<file path="src/rtl/tagmem_flush_pkg.sv">
// Shared types and geometry for the tag-memory flush/invalidate sequencer.
// TAGMEM_FLUSH_WRITEBACK_EN (see tagmem_flush_ctrl) selects dirty-line writeback.
package tagmem_flush_pkg;

   localparam int unsigned ABUS     = 64;
   localparam int unsigned WAYBITS  = 2;
   localparam int unsigned IBITS    = 6;
   localparam int unsigned LNBITS   = 5;
   localparam int unsigned FLBITS   = 4;
   localparam int unsigned FL_VALID = 0;
   localparam int unsigned FL_DIRTY = 1;
   localparam int unsigned LINE_W   = 8 * (1 << LNBITS);
   localparam int unsigned CNT_W    = IBITS + WAYBITS;

   typedef enum logic [2:0] {
      IDLE,
      RD,
      CHK,
      WB,
      INV,
      INV_W,
      DONE
   } state_t;

   typedef logic [CNT_W-1:0] cnt_t;

   typedef struct packed {
      logic [ABUS-1:0]   addr;
      logic [LINE_W-1:0] data;
   } wb_req_t;

   // Direct-access address: way in the low bits, line in the index field, rest zero.
   function automatic logic [ABUS-1:0] entry_addr(input cnt_t c);
      logic [ABUS-1:0] a;
      a = '0;
      a[WAYBITS-1:0] = c[WAYBITS-1:0];
      a[IBITS+LNBITS-1:LNBITS] = c[CNT_W-1:WAYBITS];
      return a;
   endfunction

endpackage

</file>
<file path="src/rtl/tagmem_flush_if.sv">
// Flush request, tag-memory direct-access and writeback signals of the flush sequencer.
// master = the sequencer, slave = cache controller / tag memory / bus side.
interface tagmem_flush_if;
   import tagmem_flush_pkg::*;

   logic                i_flush_valid;
   logic                i_flush_all;
   logic [ABUS-1:0]     i_flush_addr;
   logic                o_flush_ready;
   logic                o_flush_end;
   logic                o_busy;

   logic                o_direct_access;
   logic                o_invalidate;
   logic                o_re;
   logic [ABUS-1:0]     o_addr;
   logic [ABUS-1:0]     i_raddr;
   logic [LINE_W-1:0]   i_rdata;
   logic [FLBITS-1:0]   i_rflags;
   logic                i_hit;

   logic                o_wb_valid;
   logic [ABUS-1:0]     o_wb_addr;
   logic [LINE_W-1:0]   o_wb_data;
   logic                i_wb_ready;

   modport master (
      input  i_flush_valid, i_flush_all, i_flush_addr,
      input  i_raddr, i_rdata, i_rflags, i_hit, i_wb_ready,
      output o_flush_ready, o_flush_end, o_busy,
      output o_direct_access, o_invalidate, o_re, o_addr,
      output o_wb_valid, o_wb_addr, o_wb_data
   );

   modport slave (
      output i_flush_valid, i_flush_all, i_flush_addr,
      output i_raddr, i_rdata, i_rflags, i_hit, i_wb_ready,
      input  o_flush_ready, o_flush_end, o_busy,
      input  o_direct_access, o_invalidate, o_re, o_addr,
      input  o_wb_valid, o_wb_addr, o_wb_data
   );

endinterface

</file>
<file path="src/rtl/tagmem_flush_ctrl.sv">
// Flush/invalidate sequencer for an N-way tag memory: walks {line,way} entries, invalidates valid ones.
// Define TAGMEM_FLUSH_WRITEBACK_EN to write dirty lines back to the bus before invalidation.
module tagmem_flush_ctrl
   import tagmem_flush_pkg::*;
(
   input logic            i_clk,
   input logic            i_nrst,
   tagmem_flush_if.master bus
);

   state_t          state, state_n;
   cnt_t            cnt, cnt_n;
   cnt_t            last, last_n;
   logic            advance;
   logic            ready_n, busy_n, end_n, da_n, inv_n, re_n, wbv_n;
   logic [ABUS-1:0] addr_n;
   logic [IBITS-1:0] req_line;

`ifdef TAGMEM_FLUSH_WRITEBACK_EN
   wb_req_t wb_q, wb_n;
`endif

   assign req_line = bus.i_flush_addr[IBITS+LNBITS-1:LNBITS];

   // Next state, counter and next-cycle output values.
   always_comb begin
      state_n = state;
      cnt_n   = cnt;
      last_n  = last;
      advance = 1'b0;
`ifdef TAGMEM_FLUSH_WRITEBACK_EN
      wb_n    = wb_q;
`endif

      case (state)
         IDLE: begin
            if (bus.i_flush_valid) begin
               if (bus.i_flush_all) begin
                  cnt_n  = '0;
                  last_n = '1;
               end else begin
                  cnt_n  = {req_line, WAYBITS'(0)};
                  last_n = {req_line, {WAYBITS{1'b1}}};
               end
               state_n = RD;
            end
         end
         RD:    state_n = CHK;
         CHK: begin
            if (!bus.i_rflags[FL_VALID]) begin
               advance = 1'b1;
`ifdef TAGMEM_FLUSH_WRITEBACK_EN
            end else if (bus.i_rflags[FL_DIRTY]) begin
               wb_n.addr = {bus.i_raddr[ABUS-1:LNBITS], LNBITS'(0)};
               wb_n.data = bus.i_rdata;
               state_n   = WB;
`endif
            end else begin
               state_n = INV;
            end
         end
         WB: begin
            if (bus.i_wb_ready) state_n = INV;
         end
         INV:   state_n = INV_W;
         INV_W: advance = 1'b1;
         DONE:  state_n = IDLE;
         default: state_n = IDLE;
      endcase

      // Terminal count ends the walk; all-mode stops before the counter wraps.
      if (advance) begin
         if (cnt == last) begin
            state_n = DONE;
         end else begin
            cnt_n   = cnt + cnt_t'(1);
            state_n = RD;
         end
      end

      ready_n = (state_n == IDLE);
      busy_n  = state_n inside {RD, CHK, WB, INV, INV_W};
      da_n    = state_n inside {RD, INV, INV_W};
      re_n    = (state_n == RD);
      inv_n   = (state_n == INV);
      end_n   = (state_n == DONE);
      wbv_n   = (state_n == WB);
      addr_n  = busy_n ? entry_addr(cnt_n) : '0;
   end

   // State, counter and registered control outputs.
   always_ff @(posedge i_clk) begin
      if (!i_nrst) begin
         state               <= IDLE;
         cnt                 <= '0;
         last                <= '0;
         bus.o_flush_ready   <= 1'b1;
         bus.o_flush_end     <= 1'b0;
         bus.o_busy          <= 1'b0;
         bus.o_direct_access <= 1'b0;
         bus.o_invalidate    <= 1'b0;
         bus.o_re            <= 1'b0;
         bus.o_addr          <= '0;
      end else begin
         state               <= state_n;
         cnt                 <= cnt_n;
         last                <= last_n;
         bus.o_flush_ready   <= ready_n;
         bus.o_flush_end     <= end_n;
         bus.o_busy          <= busy_n;
         bus.o_direct_access <= da_n;
         bus.o_invalidate    <= inv_n;
         bus.o_re            <= re_n;
         bus.o_addr          <= addr_n;
      end
   end

`ifdef TAGMEM_FLUSH_WRITEBACK_EN
   // Writeback request held stable from the latch in CHK until accepted.
   always_ff @(posedge i_clk) begin
      if (!i_nrst) begin
         wb_q           <= '0;
         bus.o_wb_valid <= 1'b0;
      end else begin
         wb_q           <= wb_n;
         bus.o_wb_valid <= wbv_n;
      end
   end

   assign bus.o_wb_addr = wb_q.addr;
   assign bus.o_wb_data = wb_q.data;
`else
   assign bus.o_wb_valid = 1'b0;
   assign bus.o_wb_addr  = '0;
   assign bus.o_wb_data  = '0;
`endif

   // Inputs only partially consumed (hit, address low bits, spare flags).
   logic unused_inputs;
   assign unused_inputs = ^{bus.i_hit, bus.i_raddr, bus.i_rdata, bus.i_rflags,
                            bus.i_flush_addr, bus.i_wb_ready, wbv_n};

endmodule

</file>
<file path="src/flat_wrapper.sv">
// flat-port wrapper written by rule: the top's interface ports become plain ports
module tagmem_flush_ctrl_flat import tagmem_flush_pkg::*;
  (i_clk, i_nrst, bus_i_flush_valid, bus_i_flush_all, bus_i_flush_addr, bus_i_raddr, bus_i_rdata, bus_i_rflags, bus_i_hit, bus_i_wb_ready, bus_o_flush_ready, bus_o_flush_end, bus_o_busy, bus_o_direct_access, bus_o_invalidate, bus_o_re, bus_o_addr, bus_o_wb_valid, bus_o_wb_addr, bus_o_wb_data);
  tagmem_flush_if bus_i ();
  input logic i_clk;
  input logic i_nrst;
  input wire logic [$bits(bus_i.i_flush_valid)-1:0] bus_i_flush_valid;
  input wire logic [$bits(bus_i.i_flush_all)-1:0] bus_i_flush_all;
  input wire logic [$bits(bus_i.i_flush_addr)-1:0] bus_i_flush_addr;
  input wire logic [$bits(bus_i.i_raddr)-1:0] bus_i_raddr;
  input wire logic [$bits(bus_i.i_rdata)-1:0] bus_i_rdata;
  input wire logic [$bits(bus_i.i_rflags)-1:0] bus_i_rflags;
  input wire logic [$bits(bus_i.i_hit)-1:0] bus_i_hit;
  input wire logic [$bits(bus_i.i_wb_ready)-1:0] bus_i_wb_ready;
  output wire logic [$bits(bus_i.o_flush_ready)-1:0] bus_o_flush_ready;
  output wire logic [$bits(bus_i.o_flush_end)-1:0] bus_o_flush_end;
  output wire logic [$bits(bus_i.o_busy)-1:0] bus_o_busy;
  output wire logic [$bits(bus_i.o_direct_access)-1:0] bus_o_direct_access;
  output wire logic [$bits(bus_i.o_invalidate)-1:0] bus_o_invalidate;
  output wire logic [$bits(bus_i.o_re)-1:0] bus_o_re;
  output wire logic [$bits(bus_i.o_addr)-1:0] bus_o_addr;
  output wire logic [$bits(bus_i.o_wb_valid)-1:0] bus_o_wb_valid;
  output wire logic [$bits(bus_i.o_wb_addr)-1:0] bus_o_wb_addr;
  output wire logic [$bits(bus_i.o_wb_data)-1:0] bus_o_wb_data;
  assign bus_i.i_flush_valid = bus_i_flush_valid;
  assign bus_i.i_flush_all = bus_i_flush_all;
  assign bus_i.i_flush_addr = bus_i_flush_addr;
  assign bus_i.i_raddr = bus_i_raddr;
  assign bus_i.i_rdata = bus_i_rdata;
  assign bus_i.i_rflags = bus_i_rflags;
  assign bus_i.i_hit = bus_i_hit;
  assign bus_i.i_wb_ready = bus_i_wb_ready;
  assign bus_o_flush_ready = bus_i.o_flush_ready;
  assign bus_o_flush_end = bus_i.o_flush_end;
  assign bus_o_busy = bus_i.o_busy;
  assign bus_o_direct_access = bus_i.o_direct_access;
  assign bus_o_invalidate = bus_i.o_invalidate;
  assign bus_o_re = bus_i.o_re;
  assign bus_o_addr = bus_i.o_addr;
  assign bus_o_wb_valid = bus_i.o_wb_valid;
  assign bus_o_wb_addr = bus_i.o_wb_addr;
  assign bus_o_wb_data = bus_i.o_wb_data;
  tagmem_flush_ctrl u_core (.i_clk(i_clk), .i_nrst(i_nrst), .bus(bus_i));
endmodule
</file>
<file path="config.mk">
export PLATFORM = sky130hd
export DESIGN_NAME = tagmem_flush_ctrl_flat
export DESIGN_NICKNAME = d
export VERILOG_FILES = /design/src/rtl/tagmem_flush_pkg.sv /design/src/rtl/tagmem_flush_if.sv /design/src/rtl/tagmem_flush_ctrl.sv /design/src/flat_wrapper.sv
export SDC_FILE = /design/constraint.sdc
export NUM_CORES = 1
export LEC_CHECK = 0
export CORE_AREA = 2 2 302 304
export DETAILED_ROUTE_END_ITERATION = 16
export DIE_AREA = 0 0 304 306
export DONT_BUFFER_PORTS = 1
export PLACE_DENSITY = 0.3
export RECOVER_POWER = 25
export SLEW_MARGIN = 25
export SYNTH_ARGS = -nofsm -noshare
export SYNTH_HDL_FRONTEND = slang
export SYNTH_SLANG_ARGS = --single-unit
</file>
<file path="constraint.sdc">
create_clock -name i_clk -period 3.75 [get_ports i_clk]
set_input_delay 1.125 -clock i_clk [delete_from_list [all_inputs] [get_ports i_clk]]
set_output_delay 1.125 -clock i_clk [all_outputs]
set_load 0.05 [all_outputs]
</file>
* Word level (Yosys, flattened, before mapping)
Cells that the tools add are included.
Operators by class: $add $sub $neg 1, equal/unequal tests 12, mux-type cells 14, reduce and logical (&&, ||, !) cells 6
Operators by type and width (count):
- 8-bit two-way mux | 6
- 3-bit case mux with 6 select lines | 1
- 3-bit == test, second input constant | 5
- 3-bit two-way mux | 5
- 3-bit by 2-bit == test with 1-bit output, second input constant | 4
- 8-bit by 1-bit adder with 8-bit output, second input constant | 1
- 8-bit == test | 1
- 3-bit by 1-bit == test with 1-bit output, second input constant | 2
- 3-bit zero test | 2
- 5-bit nonzero test | 1
- 2-bit AND reduction | 2
- 3-bit nonzero test | 1
- 1-bit case mux with 2 select lines | 1
- 1-bit two-way mux | 1
Storage, ports and cells: bits in registers 89, input bits 394, output and inout bits 391

* Longest topological paths before layout
word-level depth 6, depth in mapped cells 8, gate-level depth less buffers 6

* Worst setup path after synthesis
Ideal clock, no wire load.
kind input to register, start in bus_i_rflags[0], end reg u_core.bus.o_addr[0], library setup time 0.115 ns, data arrival time 2.371 ns, path slack 1.264 ns, stages 7, path buffers 1, path through or4b_4 > nand2_4 > nor3b_2 > or2_1 > buf_6 > inv_2 > and2_1
Between the ends: cells in the longest elaborated chain, start to end 6
Ends and longest elaborated chain:
- start, declared | RTL line flat_wrapper.sv:12 | input wire logic [$bits(bus_i.i_rflags)-1:0] bus_i_rflags;
- 3-bit two-way mux or 1-bit two-way mux (tied branches) | RTL line tagmem_flush_ctrl.sv:50 | if (!bus.i_rflags[FL_VALID]) begin
- 3-bit case mux with 6 select lines or 1-bit case mux with 2 select lines (tied branches) | RTL line tagmem_flush_ctrl.sv:35 | case (state)
- 3-bit two-way mux | RTL line tagmem_flush_ctrl.sv:72 | if (advance) begin
- 3-bit by 1-bit == test with 1-bit output (tied with other cells) | RTL line tagmem_flush_ctrl.sv:82 | busy_n = state_n inside {RD, CHK, WB, INV, INV_W};
- 5-bit nonzero test | RTL line tagmem_flush_ctrl.sv:82
- 2-bit AND reduction (no source line)
- end signal, assigned | RTL line tagmem_flush_ctrl.sv:114 | bus.o_addr <= addr_n;
- end, declared | RTL line tagmem_flush_if.sv:31 | output o_direct_access, o_invalidate, o_re, o_addr,
Parallel ways exist; a longest one is shown, timed or not. A chain may end at the register's enable or synchronous reset.

* Worst setup path in the final report
Ends and elaborated chain as after synthesis.

==> run_results.csv <==
group,metric,value,unit
outcome,outcome,"finished, final reports clean",
grt,grt.total_usage,1.33,%
cells_and_area,layout.cells.most_common_list,"conb_1, dfxtp_1, nor2_1",
timing,hold_ws,504,ps
cells_and_area,postLayoutCellArea,4440,sq um
timing,setup_viol_count_final,0,
place,hpwl,6200,microns
timing,drv_slew,0,
yosys,synth_edf_count,0,
yosys,synth-seq-area-share,14.9,%
run,cap_viol_max_count,0,
yosys,yosys.area.top_type,"buf_4",
detailed_routing,wire_per_inst,4.35,microns
clock_tree,postCtsResizedCells,0,
yosys,synth.avg_cell_area,7.95,sq um
clock_tree,cts-root-buf,"clkbuf_16",
clock_tree,cts_setup_buffers,0,
pwr,total_power,0.00188,W
yosys,syn-cell-area,4300,sq um
timing,tns,0,ps
clock_tree,cts_made_buffers,5,
clock_tree,clock_sinks,32,
cells_and_area,final_util,4.96,%
cells_and_area,final_common_cell,"conb_1",
timing,hold_violations,0,
cells_and_area,syn_to_final_growth,3.47,%
clock_tree,cts_hold_buffers,0,
die,io_pins,785,
clock_tree,clock_path_buffers,2,
worst_hold_path,min_path_type,"flop to flop",
critical_path,cp.required,3920,ps
critical_path,r2r_setup_slack,1460,ps
die,rows,110,
pwr,ir_worst_vdd,0.000161,V
timing,fin_crit_sh,72.0,%
place,place_congestion,0.650,
cells_and_area,nets,933,
detailed_routing,vias,2203,
clock_tree,path_clk_slew,60,ps
timing,skew,8.31,ps
timing,fmax,370,MHz
pwr,pwr_density_cell,422,nW/um^2
clock_tree,worstSkewPairLatency,280,ps
die,dieArea,93000,sq um
clock_tree,htree_levels,2,
detailed_routing,drt_iter0_drc,52,
detailed_routing,drt-pass1-iter-count,4,
timing,post-route-min-period,2700,ps
yosys,synthFlopType,"dfxtp_1",
grt,grt_antenna_before_repair,1,
grt,grt_max_degree,21,
yosys,yosysTopAreaCellShare,65.9,%
detailed_routing,drt-total-wl,7470,microns
yosys,yosys_register_bits,32,
grt,grt_pass1_wl,9270,microns
detailed_routing,ant_nets,0,
yosys,syn-instance-count,540,
cells_and_area,diodes,0,
detailed_routing,vias_per_cell,1.28,
timing,tightest_slew,910,ps
place,port_buffers,0,
timing,rsz0062_at_grt,"false",
critical_path,start_kind,"primary input",
critical_path,worstPathMaxFanout,8,
place,placed_cell_area,4300,sq um
critical_path,cp_data_arrival_time,2870,ps
cells_and_area,fillers,10588,
die,core,89600,sq um
yosys,synthArstFlopShare,0,%
grt,grt_overflow,0,
die,die_y,306,microns
yosys,yosys.cell_types.count,47,
critical_path,crit_path_end_kind,"flop",
die,die_w,304,microns
grt,first_global_vias,1380,
clock_tree,cts_tree,"yes",
die,initial_core_util,4.79,%
pwr,p_leak,1.83,nW
yosys,synth_top_cells_by_area,"buf_4, dfxtp_1, nor2_1, xnor2_1, nor3_1",
yosys,ys_warn_count,0,
detailed_routing,drc,0,
critical_path,worstSetupPathType,"primary input to flop",
cells_and_area,drive_gt1_share,3.15,%
timing,slew_headroom,39.3,%
-- registers in the layout (all words and copies together), names as in the netlist --
register                    flops
u_core.bus.o_busy               1
u_core.state                    3
u_core.bus.o_re                 1
u_core.cnt                      8
u_core.bus.o_invalidate         1
u_core.last                     7
u_core.bus.o_addr               8
u_core.bus.o_flush_end          1
u_core.bus.o_flush_ready        1
u_core.bus.o_direct_access      1
-- final timing paths --
kind | to | startpoint | cells past startpoint
worst max register to register | u_core.bus.o_addr[0] | u_core.state[0] | 6
worst min-delay path | u_core.last[1] | u_core.last[1] | 2
worst min register to register | u_core.last[1] | u_core.last[1] | 2
worst max-delay path | u_core.bus.o_addr[0] | bus_i_rflags[0] | 6
-- final cells by class --
cell class              instances  area, sq um  share of cell area, %
clock inverters                 2         35.0                  0.788
well taps                    1176         1470                   33.1
clock buffers                   6          129                   2.90
repair buffers                  1         3.75                 0.0845
multi-input cells             491         2140                   48.1
flip-flops and latches         32          641                   14.4
inverters                       7         26.3                  0.591
-- Yosys cell counts (2+ instances only) --
library cell	n
a211oi_1	4
a21oi_1	6
a311oi_1	5
and2_1	4
and3_1	3
buf_2	3
buf_4	377
buf_6	2
clkbuf_1	3
dfxtp_1	32
inv_1	6
mux2_2	2
mux2i_1	2
nand2_1	7
nand3_1	3
nand4_1	2
nor2_1	21
nor2b_1	2
nor3_1	11
nor3b_1	3
nor3b_2	2
o21ai_0	6
or2_2	2
xnor2_1	9
-- per-layer routing --
metal | share of wire (%) | up-vias | track usage [%] | routed length, microns
li1 | - | 952 | - | -
met1 | 38 | 911 | 1.55 | 2810
met2 | 41 | 330 | 2.21 | 3080
met3 | 20 | 8 | 0.601 | 1500
met4 | 0.86 | 2 | 0.347 | 64
met5 | 0.15 | - | 0 | 11
-- through the flow --
| stage | setup slack, ps | std cells |
|---|---|---|
| 2_1_floorplan | 1260 | 916 |
| 3_3_place_gp | 854 | 1707 |
| 3_5_place_dp | 891 | 1707 |
| 4_1_cts | 1180 | 1715 |
| 5_1_grt | 869 | 1715 |
| 6_report | 1050 | 1715 |
-- cells by family (layout without fill, tap and decap cells) --
group / Yosys count / in the layout / share of synthesized area [%]
buf+inv: 393 / 16 / 67.8
simple gates: 69 / 69 / 9.03
flops: 32 / 32 / 14.9
compound gates: 30 / 30 / 4.89
xor+xnor: 10 / 10 / 2.04
mux: 4 / 4 / 0.990
fa+ha+maj: 1 / 1 / 0.291
other cells: 1 / 377 / 0.0873
-- power by group --
part	switching, W	total, W	internal, W
registers	0.0000773	0.000450	0.000372
logic	0.000903	0.000959	0.0000560
clock network	0.000155	0.000467	0.000312
total	0.00114	0.00188	0.000741
-- critical path, stage by stage --
cell and delay [ps]:
or4b_1 530, nand2_1 260, nor3b_2 350, or2_1 400
inv_2 60, and2_1 140
(Power assumes the default switching activity.)
